<file path="src/rtl/phy_rx_lanes.sv">
// Multi-lane serial receive: per-lane comma alignment, byte packing into words,
// per-lane FIFOs and a strict round-robin unstriper into one word stream.
//
//   state | meaning
//   HUNT  | searching every bit position for a comma
//   ALIGN | comma seen; confirming COMMA_COUNT commas on 8-bit boundaries
//   SYNC  | locked; bytes on boundaries are packed into words
module phy_rx_lanes #(
   parameter int         LANES       = 2,
   parameter int         WORD_BYTES  = 4,
   parameter logic [7:0] COMMA       = 8'hBC,
   parameter int         COMMA_COUNT = 4,
   parameter int         FIFO_DEPTH  = 4
) (
   input  logic                    clk,
   input  logic                    reset,
   input  logic                    valid,
   input  logic [LANES-1:0]        data_serie,
   output logic [8*WORD_BYTES-1:0] data_out,
   output logic                    valid_out,
   output logic [LANES-1:0]        sync_ok,
   output logic [LANES-1:0]        overflow,
   output logic [LANES-1:0]        frame_err
);

   localparam int W   = 8 * WORD_BYTES;
   localparam int AW  = $clog2(FIFO_DEPTH);
   localparam int RRW = (LANES > 1) ? $clog2(LANES) : 1;

   typedef enum logic [1:0] {HUNT, ALIGN, SYNC} state_t;

   state_t     state_q   [LANES];
   state_t     state_n   [LANES];
   logic [7:0] sr_q      [LANES];
   logic [7:0] sr_n      [LANES];
   logic [2:0] bitcnt_q  [LANES];
   logic [2:0] bitcnt_n  [LANES];
   logic [3:0] ccnt_q    [LANES];
   logic [3:0] ccnt_n    [LANES];
   logic [2:0] bcnt_q    [LANES];
   logic [2:0] bcnt_n    [LANES];
   logic [W-1:0] pack_q  [LANES];
   logic [W-1:0] pack_n  [LANES];
   logic [W-1:0] wr_word_q [LANES];
   logic [W-1:0] wr_word_n [LANES];
   logic [LANES-1:0] wr_en_q, wr_en_n, ferr_n, pop, wr_ok;

   logic [W-1:0]  mem   [LANES][FIFO_DEPTH];
   logic [AW-1:0] wptr_q [LANES];
   logic [AW-1:0] rptr_q [LANES];
   logic [AW:0]   cnt_q  [LANES];
   logic [RRW-1:0] rr_q;

   always_comb begin
      state_n   = state_q;
      sr_n      = sr_q;
      bitcnt_n  = bitcnt_q;
      ccnt_n    = ccnt_q;
      bcnt_n    = bcnt_q;
      pack_n    = pack_q;
      wr_word_n = wr_word_q;
      wr_en_n   = '0;
      ferr_n    = '0;
      for (int i = 0; i < LANES; i++) begin
         if (valid) begin
            sr_n[i] = {sr_q[i][6:0], data_serie[i]};
            case (state_q[i])
               HUNT: begin
                  if (sr_n[i] == COMMA) begin
                     bitcnt_n[i] = 3'd0;
                     ccnt_n[i]   = 4'd1;
                     state_n[i]  = (COMMA_COUNT == 1) ? SYNC : ALIGN;
                  end
               end
               ALIGN: begin
                  bitcnt_n[i] = bitcnt_q[i] + 3'd1;
                  if (bitcnt_q[i] == 3'd7) begin
                     if (sr_n[i] == COMMA) begin
                        ccnt_n[i] = ccnt_q[i] + 4'd1;
                        if (ccnt_q[i] + 4'd1 == 4'(COMMA_COUNT))
                           state_n[i] = SYNC;
                     end else begin
                        ccnt_n[i]  = 4'd0;
                        state_n[i] = HUNT;
                     end
                  end
               end
               SYNC: begin
                  bitcnt_n[i] = bitcnt_q[i] + 3'd1;
                  if (bitcnt_q[i] == 3'd7) begin
                     if (sr_n[i] == COMMA) begin
                        // an idle comma mid-word means the partial word is garbage
                        if (bcnt_q[i] != 3'd0)
                           ferr_n[i] = 1'b1;
                        bcnt_n[i] = 3'd0;
                     end else begin
                        pack_n[i] = W'({pack_q[i], sr_n[i]});
                        if (bcnt_q[i] == 3'(WORD_BYTES - 1)) begin
                           wr_en_n[i]   = 1'b1;
                           wr_word_n[i] = W'({pack_q[i], sr_n[i]});
                           bcnt_n[i]    = 3'd0;
                        end else begin
                           bcnt_n[i] = bcnt_q[i] + 3'd1;
                        end
                     end
                  end
               end
               default: state_n[i] = HUNT;
            endcase
         end
      end
   end

   always_comb begin
      pop     = '0;
      wr_ok   = '0;
      sync_ok = '0;
      for (int i = 0; i < LANES; i++) begin
         pop[i]     = (rr_q == RRW'(i)) && (cnt_q[i] != '0);
         // a pop in the same cycle frees a slot in a full FIFO
         wr_ok[i]   = wr_en_q[i] && ((cnt_q[i] != (AW+1)'(FIFO_DEPTH)) || pop[i]);
         sync_ok[i] = (state_q[i] == SYNC);
      end
   end

   always_ff @(posedge clk) begin
      if (reset) begin
         for (int i = 0; i < LANES; i++) begin
            state_q[i]   <= HUNT;
            sr_q[i]      <= '0;
            bitcnt_q[i]  <= '0;
            ccnt_q[i]    <= '0;
            bcnt_q[i]    <= '0;
            pack_q[i]    <= '0;
            wr_word_q[i] <= '0;
            wptr_q[i]    <= '0;
            rptr_q[i]    <= '0;
            cnt_q[i]     <= '0;
         end
         wr_en_q   <= '0;
         rr_q      <= '0;
         data_out  <= '0;
         valid_out <= 1'b0;
         overflow  <= '0;
         frame_err <= '0;
      end else begin
         state_q   <= state_n;
         sr_q      <= sr_n;
         bitcnt_q  <= bitcnt_n;
         ccnt_q    <= ccnt_n;
         bcnt_q    <= bcnt_n;
         pack_q    <= pack_n;
         wr_word_q <= wr_word_n;
         wr_en_q   <= wr_en_n;
         frame_err <= ferr_n;
         overflow  <= wr_en_q & ~wr_ok;
         for (int i = 0; i < LANES; i++) begin
            if (wr_ok[i])
               wptr_q[i] <= wptr_q[i] + 1'b1;
            if (pop[i])
               rptr_q[i] <= rptr_q[i] + 1'b1;
            if (wr_ok[i] && !pop[i])
               cnt_q[i] <= cnt_q[i] + 1'b1;
            else if (!wr_ok[i] && pop[i])
               cnt_q[i] <= cnt_q[i] - 1'b1;
         end
         if (|pop) begin
            data_out  <= mem[rr_q][rptr_q[rr_q]];
            valid_out <= 1'b1;
            rr_q      <= (rr_q == RRW'(LANES - 1)) ? '0 : rr_q + 1'b1;
         end else begin
            valid_out <= 1'b0;
         end
      end
   end

   always_ff @(posedge clk) begin
      for (int i = 0; i < LANES; i++)
         if (wr_ok[i])
            mem[i][wptr_q[i]] <= wr_word_q[i];
   end

endmodule

</file>
<file path="config.mk">
export PLATFORM = sky130hd
export DESIGN_NAME = phy_rx_lanes
export DESIGN_NICKNAME = d
export VERILOG_FILES = /design/src/rtl/phy_rx_lanes.sv
export SDC_FILE = /design/constraint.sdc
export NUM_CORES = 1
export LEC_CHECK = 0
export CAP_MARGIN = 20
export CORE_UTILIZATION = 45
export DETAILED_ROUTE_END_ITERATION = 6
export PLACE_DENSITY = 0.72
export SYNTH_ARGS = -nofsm -noshare
export SYNTH_HDL_FRONTEND = slang
export SYNTH_SLANG_ARGS = --single-unit
</file>
<file path="constraint.sdc">
create_clock -name clk -period 2.55 [get_ports clk]
set_input_delay 0.255 -clock clk [delete_from_list [all_inputs] [get_ports clk]]
set_output_delay 0.255 -clock clk [all_outputs]
set_load 0.01 [all_outputs]
</file>
Word level (Yosys, flattened, before mapping)
Memory sizes are Yosys's and may differ from the RTL's. A register that Yosys moved wholly into a read port is not among the register bits.
Cells that the tools add are included.
Word-level totals
  RAM bits: 270
  memory bits (read-only): 0
  output and inout bits: 39
  memories kept: 4
  register bits: 190
  latch bits: 0
Memories
  mem: depth 2, bits a word 128, read ports 1, clocked after Yosys merged registers in 1, wr ports 2, RTL line 48  | logic [W-1:0] mem [LANES][FIFO_DEPTH];
  cnt_q: depth 2, bits a word 3, read ports 2, clocked after Yosys merged registers in 0, wr ports 2, RTL line 51  | logic [AW:0] cnt_q [LANES];
  rptr_q: depth 2, bits a word 2, read ports 3, clocked after Yosys merged registers in 1, wr ports 2, RTL line 50  | logic [AW-1:0] rptr_q [LANES];
  wptr_q: depth 2, bits a word 2, read ports 2, clocked after Yosys merged registers in 0, wr ports 2, RTL line 49  | logic [AW-1:0] wptr_q [LANES];
Cells by class
  equal/unequal tests: 20
  shift-type cells: 0
  divide/modulo/power cells: 0
  mux-type cells: 81
  $lt $le $gt $ge: 5
  bitwise gates (word level): 21
  add/sub/neg operators: 15
  reduce and logical (&&, ||, !) cells: 45
  multiply operators: 0
Operators by type and width (number)
  2-to-1 mux 128 bit: 2
  demux 32 bit (select 2 bit): 2
  2-to-1 mux 32 bit: 4
  binary-select mux 32 bit (select 2 bit): 1
  2-to-1 mux 1 bit: 38
  2-to-1 mux 3 bit: 10
  2-to-1 mux 2 bit: 12
  2-to-1 mux 4 bit: 6
  AND reduction 5 bit: 4
  OR reduction 5 bit: 4
  adder 3 x 1 -> 3 bit (second input constant): 6
  == test 8 bit (second input constant): 2
  case mux 4 bit (2 select lines): 2
  AND reduction 4 bit: 4
  inequality test 3 bit (second input constant): 4
  case mux 2 bit (3 select lines): 2
  case mux 3 bit (2 select lines): 2
  AND reduction 3 bit: 4
  nonzero test 3 bit: 4
  logical AND 1 bit: 10
  >= comparator 3 bit (second input constant): 3
  inverter 2 -> 3 bit: 3
  adder 2 x 1 -> 2 bit (second input constant): 4
  adder 4 x 1 -> 4 bit (second input constant): 2
  18 further kinds: 52

Depth between registers and ports, before layout
Gate-level depths: netlist of the first run.
  depth in word-level cells: 11
  gate-level depth with buffers: 8

Worst setup path after synthesis of the first run
OpenSTA, ideal clock, no wires.
  path kind: register -> register
  from: memory cnt_q[1][0] (netlist name)
  to: memory mem[1][0] (netlist name) (enable)
  data arrival time: 1718 ps
  required time: 2158 ps
  stages on the path, launching flop included: 7
  library setup time: 392 ps
  clock period less this slack: 2110 ps
  path slack: 440 ps
  buffers on the path: 0
  cell sequence: edfxtp_1 inv_1 ha_1 nand2_1 nor2_1 nor2_1 and2_1
RTL lines (RTL line)
  start, declared: 51
  end, declared: 48

Final worst setup path of the first run
  from: register bitcnt_q[3] (netlist name)
  to: register pack_q[44] (netlist name)
On the way
  word-level cells in the longest chain between the ends: 2
Ends and longest elaborated chain
  start, declared: RTL line 36  | logic [2:0] bitcnt_q [LANES];
  start signal, assigned: RTL line 149  | bitcnt_q <= bitcnt_n;
  == test 3 bit: RTL line 90  | if (bitcnt_q[i] == 3'd7) begin
  AND reduction 4 bit (no line)
  end signal, assigned: RTL line 152  | pack_q <= pack_n;
  end, declared: RTL line 42  | logic [W-1:0] pack_q [LANES];
No other way between the ends.
A chain may end at the register's enable or synchronous reset.

==> qor.tcl, run 1 <==
set qor(status) {completed}
set qor(area_growth_pct) 14.55
set qor(grt_antenna_before_repair) 0
set qor(finalWeightedCongestion) 0.7707
set qor(port-buffer-count) 43
set qor(floorplan.die.width_microns) 201.6
set qor(ys.warnings.count) 0
set qor(antenna_diode_count) 0
set qor(largest_net_degree_at_the_start_of_global_routing) 193
set qor(syn_area_per_cell_sq_um) 14.29
set qor(synth.distinct_cells) 60
set qor(globalRouteMet2Util_pct) 30.17
set qor(timing.final.hold_violations) 0
set qor(wirelength_microns) 35810
set qor(drt-wirelength-per-cell_microns) 19.31
set qor(core_sq_mm) 0.03901
set qor(unrepaired_setup_endpoints_after_global_routing) {no}
set qor(data_arrival_time_of_the_critical_path_ns) 2.65
set qor(cts.path.max_buffers) 3
set qor(detail_route.vias_per_cell) 5.477
set qor(fraction_of_the_cycle_the_final_worst_path_needs_pct) 86.21
set qor(worstSetupPathType) {flip-flop to flip-flop}
set qor(top_level_ports) 44
set qor(gr-usage-all-layers_pct) 17.89
set qor(post-route-min-period_ns) 2.198
set qor(synthesis.instances) 1254
set qor(cts_root_buf) {sky130_fd_sc_hd__clkbuf_16}
set qor(yosys.area_share.simple_pct) 8.140
set qor(die-height_microns) 201.6
set qor(post_synthesis_share_of_cell_area_spent_on_full_adders_half_adders_and_majority_gates_pct) 2.136
set qor(via_count) 10155
set qor(top_usage_layer) {met2}
set qor(place_hpwl_microns) 21160
set qor(worst_slew_pin_slew_ns) 0.8628
set qor(max_cap_violations) 0
set qor(cts.sink_count) 461
set qor(synthArstFlopShare_pct) 0
set qor(cts_tree) {done}
set qor(worst_ep_required_time_ns) 3.00
set qor(timing.final.setup_violations) 0
set qor(synth_top_family_by_area) {multiplexers}
set qor(met3_track_demand_over_resource_in_global_routing_pct) 2.413
set qor(critical_path.startpoint_type) {flip-flop}
set qor(yosysSeqAreaShare_pct) 66.57
set qor(drtIter0Drc) 743
set qor(netlist_top_cells_area) {sky130_fd_sc_hd__edfxtp_1 (45%), sky130_fd_sc_hd__dfxtp_1 (21%), sky130_fd_sc_hd__mux4_2 (7.8%)}
set qor(floorplan.die_area_sq_mm) 0.04063
set qor(clock_skew_after_layout_ns) 0.008322
set qor(antenna_left) 0
set qor(top_area_cell_type_share_of_the_netlist_area_pct) 45.24
set qor(drc) 0
set qor(total_grt_overflow) 0
set qor(fraction_of_final_layout_cells_with_drive_strength_greater_than_1_pct) 12.50
set qor(clkTransAtPathRegs_ns) 0.06
set qor(netlist_area_sq_mm) 0.01792
set qor(fin_setup_tns_ns) 0
set qor(initial_core_util_pct) 45.95
set qor(synthDominantAreaCellType) {sky130_fd_sc_hd__edfxtp_1}
set qor(m1_gr_usage_pct) 24.34
set qor(rows) 72
set qor(holdCritPathClass) {input port to flip-flop}
set qor(report.final.slew_viol_count) 0
set qor(slew-limit-headroom_pct) 42.48
set qor(synth_enable_flop_cells) 270
set qor(pwr_density_cell_mw_per_mm2) 880.8
set qor(fin_nets) 1335
set qor(fill_cells) 3113
set qor(synth.top_cells.by_count) {sky130_fd_sc_hd__edfxtp_1 (270), sky130_fd_sc_hd__dfxtp_1 (191), sky130_fd_sc_hd__nor2_1 (128), sky130_fd_sc_hd__mux2i_1 (112), sky130_fd_sc_hd__nand2_1 (111)}
set qor(cts-buffers-inserted) 45
set qor(ys_ff_latch) 461
set qor(cts_hold_repair.buffers) 0
set qor(leakage_nw) 6.121
set qor(cts.repair.resized) 0
set qor(synth_mux_area_share_pct) 14.54
set qor(cts_htree_levels) 2
set qor(drt_pre_antenna_iters) 7
set qor(endpoint_kind_of_the_worst_setup_timing_path) {flip-flop}
set qor(syn_nets) 1289
set qor(synth_top_flop_cell) {sky130_fd_sc_hd__edfxtp_1}
set qor(worst_path_fanout_max) 25
set qor(placed_cells) 1771
set qor(post_synthesis_compound_gate_area_fraction_pct) 5.781
set qor(number_of_global_route_vias_before_repair) 10149
set qor(wire_length_of_the_first_global_routing_pass_microns) 56510
set qor(ir_drop_mv) 0.6952
set qor(stdcell_count) 1854
set qor(synthXorXnorAreaFrac_pct) 0.1955
set qor(postCtsSetupBuffers) 0
set qor(clkLatencyLatePin_ns) 0.54
set qor(synthMostInstantiatedCell) {sky130_fd_sc_hd__edfxtp_1}
set qor(fmax_mhz) 454.9
layout make-up:
| class | count | area, sq um | share of cell area [%] |
|---|---|---|---|
| clock inverters | 23 | 275.3 | 1.341 |
| multi-input cells | 693 | 5539 | 26.98 |
| repair buffers | 69 | 789.5 | 3.846 |
| well taps | 518 | 648.1 | 3.157 |
| clock buffers | 60 | 1232 | 6.003 |
| inverters | 30 | 112.6 | 0.5485 |
| flip-flops and latches | 461 | 11930 | 58.12 |
layout by cell type (no fill, tap or decap), types with 6 or more instances in the layout:
cell type	instances
sky130_fd_sc_hd__a211oi_1	33
sky130_fd_sc_hd__a21oi_1	65
sky130_fd_sc_hd__a31oi_1	7
sky130_fd_sc_hd__and2_1	6
sky130_fd_sc_hd__and3_1	6
sky130_fd_sc_hd__buf_12	13
sky130_fd_sc_hd__buf_4	13
sky130_fd_sc_hd__bufinv_16	6
sky130_fd_sc_hd__clkbuf_1	10
sky130_fd_sc_hd__clkbuf_16	45
sky130_fd_sc_hd__clkdlybuf4s50_1	42
sky130_fd_sc_hd__clkinv_1	7
sky130_fd_sc_hd__dfxtp_1	190
sky130_fd_sc_hd__edfxtp_1	270
sky130_fd_sc_hd__ha_1	29
sky130_fd_sc_hd__inv_1	30
sky130_fd_sc_hd__mux2i_1	112
sky130_fd_sc_hd__mux4_2	62
sky130_fd_sc_hd__nand2_1	111
sky130_fd_sc_hd__nand2b_1	6
sky130_fd_sc_hd__nand3_1	10
sky130_fd_sc_hd__nand4_1	8
sky130_fd_sc_hd__nor2_1	128
sky130_fd_sc_hd__nor3_1	10
sky130_fd_sc_hd__o21ai_0	16
worst max-delay path: stages (launching register included):
cell,delay (ns)
sky130_fd_sc_hd__dfxtp_1,0.33
sky130_fd_sc_hd__ha_1,0.20
sky130_fd_sc_hd__ha_1,0.23
sky130_fd_sc_hd__nand3_1,0.33
sky130_fd_sc_hd__a21o_1,0.70
sky130_fd_sc_hd__nand2_1,0.14
sky130_fd_sc_hd__a21oi_1,0.19
routing by layer:
layer,share of wire [%],routed length (microns)
met5,0,0
met4,1.9,687
met3,4.8,1736
met2,49,17720
met1,44,15660
state kept, by name (all words and copies together), names as in the netlist, named ones only:
name	count
bcnt_q	6
bitcnt_q	6
ccnt_q	8
cnt_q	6
data_out	32
frame_err	2
mem	256
overflow	2
pack_q	48
rptr_q	4
rr_q	1
sr_q	14
state_q	4
valid_out	1
wptr_q	4
wr_en_q	2
wr_word_q	64
final timing paths:
kind          startpoint          end  slack, ns  depth (start not counted)
min                reset  cnt_q[1][2]       0.20                          4
max reg2reg  bitcnt_q[3]   pack_q[44]       0.35                          6
max          bitcnt_q[3]   pack_q[44]       0.35                          6
min reg2reg   pack_q[51]   pack_q[51]       0.46                          2
cells by family after synthesis:
logic type | after synthesis
buffers and inverters | 100
AND/OR/NAND/NOR | 321
multiplexers | 178
flip-flops | 461
adder cells (fa/ha/maj) | 30
XOR/XNOR | 4
AO/OA/AOI/OAI | 160
where the power goes:
| part | internal (W) | total, W | leakage, nW | switching, W |
|---|---|---|---|---|
| Combinational | 0.00135 | 0.00301 | 1.93 | 0.00166 |
| Clock | 0.00401 | 0.00673 | 0.733 | 0.00271 |
| Sequential | 0.00812 | 0.00834 | 3.46 | 0.000222 |
| Total | 0.0135 | 0.0181 | 6.12 | 0.00460 |
metrics by stage:
| stage | area [sq um] | util [%] | power, W | setup WS (ns) | hold slack (ns) |
|---|---|---|---|---|---|
| finish | 20530 | 52.63 | 0.01808 | 0.3517 | 0.2039 |
| floorplan | 17920 | - | 0.01053 | 0.4404 | 0.3910 |
| global placement | 19020 | 48.77 | 0.01150 | 0.2711 | 0.4424 |
| detailed placement | 19020 | 48.77 | 0.01156 | 0.1716 | 0.4503 |
| CTS | 20530 | 52.63 | 0.01827 | 0.3344 | 0.1951 |
| global route | 20530 | 52.63 | 0.01879 | 0.1879 | 0.2219 |
Power figures use the tool's default switching activity.
==> run 2: changes to the inputs <==
Settings changed: CELL_PAD_IN_SITES_DETAIL_PLACEMENT set to 1, CELL_PAD_IN_SITES_GLOBAL_PLACEMENT set to 2, DONT_BUFFER_PORTS set to 1, PLACE_DENSITY 0.72 to 0.88.
==> run 2 against run 1 <==
  * Clock-buffer cell count rose by 5
  * Largest cell class unchanged
  * Worst setup slack got worse by 0.16 ns
  * Clock power rose by 3.0%
  * Die area did not move
  * Maximum frequency fell by 6.8%
==> qor.tcl, run 2 (synthesized netlist as in run 1, its figures left out) <==
set qor(cts.path.max_buffers) 3 ;# unchanged
set qor(layout_common_cells) {sky130_fd_sc_hd__edfxtp_1 (270), sky130_fd_sc_hd__dfxtp_1 (190), sky130_fd_sc_hd__nor2_1 (128)} ;# unchanged
set qor(status) {completed} ;# unchanged
set qor(initial_core_util_pct) 45.95 ;# unchanged
set qor(rrSetupSlack_ns) 0.19 ;# was 0.35 ns
set qor(wire_length_of_the_first_global_routing_pass_microns) 68090 ;# was 56510 microns
set qor(worstSetupPathType) {flip-flop to flip-flop} ;# unchanged
set qor(largest_net_degree_at_the_start_of_global_routing) 132 ;# was 193
set qor(finalWeightedCongestion) 0.7623 ;# was 0.7707
set qor(worst_slew_pin_slew_ns) 0.7557 ;# was 0.8628 ns
set qor(slowest_stage) {sky130_fd_sc_hd__dlygate4sd3_1} ;# was sky130_fd_sc_hd__a21o_1
set qor(grt_antenna_before_repair) 0 ;# unchanged
set qor(worst_ep_required_time_ns) 3.04 ;# was 3.00 ns
set qor(max_cap_violations) 0 ;# unchanged
set qor(gr-usage-all-layers_pct) 21.92 ;# was 17.89%
set qor(fin_nets) 1359 ;# was 1335
set qor(timing.hold.ws_ns) 0.03622 ;# was 0.2039 ns
set qor(port-buffer-count) 0 ;# was 43
set qor(drtIter0Drc) 659 ;# was 743
set qor(largest_register_ffs) 256 ;# unchanged
set qor(floorplan.die.width_microns) 201.6 ;# unchanged
set qor(layout.cells.most_common) {sky130_fd_sc_hd__edfxtp_1} ;# unchanged
set qor(path_delay_family) {buffers and inverters} ;# was compound AO/OA/AOI/OAI gates
set qor(critPathMostFrequentCell) {sky130_fd_sc_hd__ha_1} ;# unchanged
set qor(place_hpwl_microns) 25690 ;# was 21160 microns
set qor(core_sq_mm) 0.03901 ;# unchanged
set qor(drt-wirelength-per-cell_microns) 23.11 ;# was 19.31 microns
set qor(pwr_density_cell_mw_per_mm2) 870.7 ;# was 880.8 mW/mm^2
set qor(cp_slowest_stage_delay_ns) 0.57 ;# was 0.70 ns
set qor(leakage_nw) 6.415 ;# was 6.121 nW
set qor(die-height_microns) 201.6 ;# unchanged
set qor(rows) 72 ;# unchanged
set qor(unrepaired_setup_endpoints_after_global_routing) {no} ;# unchanged
set qor(holdCritPathClass) {input port to flip-flop} ;# unchanged
set qor(wirelength_microns) 43450 ;# was 35810 microns
set qor(drc) 0 ;# unchanged
set qor(area_growth_pct) 15.97 ;# was 14.55%
set qor(cts_htree_levels) 2 ;# unchanged
set qor(detail_route.vias_per_cell) 5.611 ;# was 5.477
set qor(timing.final.setup_violations) 0 ;# unchanged
set qor(data_arrival_time_of_the_critical_path_ns) 2.85 ;# was 2.65 ns
set qor(fraction_of_the_cycle_the_final_worst_path_needs_pct) 92.45 ;# was 86.21%
set qor(worst_path_fanout_max) 24 ;# was 25
set qor(cts_tree) {done} ;# unchanged
set qor(drt_pre_antenna_iters) 5 ;# was 7
set qor(critical_path.startpoint_type) {flip-flop} ;# unchanged
set qor(floorplan.die_area_sq_mm) 0.04063 ;# unchanged
set qor(post-route-min-period_ns) 2.358 ;# was 2.198 ns
set qor(ir_drop_mv) 0.6755 ;# was 0.6952 mV
set qor(fin_setup_tns_ns) 0 ;# unchanged
set qor(report.final.slew_viol_count) 0 ;# unchanged
set qor(timing.final.hold_violations) 0 ;# unchanged
set qor(postCtsSetupBuffers) 0 ;# unchanged
set qor(fmax_mhz) 424.2 ;# was 454.9 MHz
set qor(cts-buffers-inserted) 47 ;# was 45
set qor(cts.sink_count) 461 ;# unchanged
set qor(number_of_global_route_vias_before_repair) 11638 ;# was 10149
set qor(clkLatencyLatePin_ns) 0.55 ;# was 0.54 ns
set qor(endpoint_kind_of_the_worst_setup_timing_path) {flip-flop} ;# unchanged
set qor(total_grt_overflow) 0 ;# unchanged
set qor(clock_skew_after_layout_ns) 0.009915 ;# was 0.008322 ns
set qor(fraction_of_final_layout_cells_with_drive_strength_greater_than_1_pct) 13.07 ;# was 12.50%
set qor(via_count) 10548 ;# was 10155
set qor(slew-limit-headroom_pct) 48.32 ;# was 42.48%
set qor(clkTransAtPathRegs_ns) 0.07 ;# was 0.06 ns
set qor(cts_root_buf) {sky130_fd_sc_hd__clkbuf_16} ;# unchanged
set qor(critical_path.cell_chain) {ha_1 > ha_1 > nand3_2 > a21o_1 > buf_4 > nand2_1 > a21oi_1 > dlygate4sd3_1} ;# was ha_1 > ha_1 > nand3_1 > a21o_1 > nand2_1 > a21oi_1
set qor(top_level_ports) 44 ;# unchanged
set qor(crit_buf_inv) 2 ;# was 0
set qor(detailedPlace.worstSlack_ns) 0.3800 ;# was 0.1716 ns
set qor(antenna_left) 0 ;# unchanged
set qor(setup_ws_ns) 0.1925 ;# was 0.3517 ns
set qor(antenna_diode_count) 0 ;# unchanged
-- run 2: where the power goes --
part,leakage [nW],internal [W],switching (W)
Combinational,2.19,0.00108,0.00152
Sequential,3.46,0.00812,0.000447
Clock,0.763,0.00407,0.00286
-- run 2: metal layers --
metal | GRT usage, % | wire length [microns] | up-vias
met5 | 0 | 0 | -
met4 | 8.387 | 1474 | 0
met3 | 4.697 | 2226 | 73
met2 | 38.13 | 22120 | 215
met1 | 26.63 | 17620 | 5432
li1 | - | - | 4828
-- run 2: final timing paths --
kind,startpoint,to,cells after the start
setup reg to reg,bitcnt_q[3],pack_q[49],8
hold reg to reg,pack_q[55],pack_q[55],2
hold / removal,reset,state_q[0],3
setup / recovery,bitcnt_q[3],pack_q[49],8
-- run 2: per-stage QoR --
step | power [W] | area, sq um | util [%] | instances
6_report | 0.01810 | 20780 | 53.28 | 1880
3_5_place_dp | 0.01129 | 18560 | 47.57 | 1729
3_3_place_gp | 0.01121 | 18560 | 47.57 | 1729
4_1_cts | 0.01826 | 20760 | 53.22 | 1879
5_1_grt | 0.01876 | 20780 | 53.28 | 1880
2_1_floorplan | 0.01053 | 17920 | - | 1254
-- run 2: area by class of cell --
class / instances / area (sq um)
clock buffers: 65 / 1336
flip-flops and latches: 461 / 11930
clock inverters: 22 / 219.0
fillers: 3794 / 18220
well taps: 518 / 648.1
inverters: 30 / 112.6
multi-input cells: 693 / 5559
repair buffers: 91 / 977.2
-- run 2: worst min-delay path: stages --
cell	delay, ns
sky130_fd_sc_hd__inv_1	0.12
sky130_fd_sc_hd__nand2_1	0.10
sky130_fd_sc_hd__mux2i_1	0.05
-- run 2: what timing repair did --
item / 4_1_cts / 5_1_grt
endpoints found under the hold margin: 192 / 1
resized for setup: 0 / 5
hold buffers: 63 / 1
setup endpoints to repair: 0 / 30
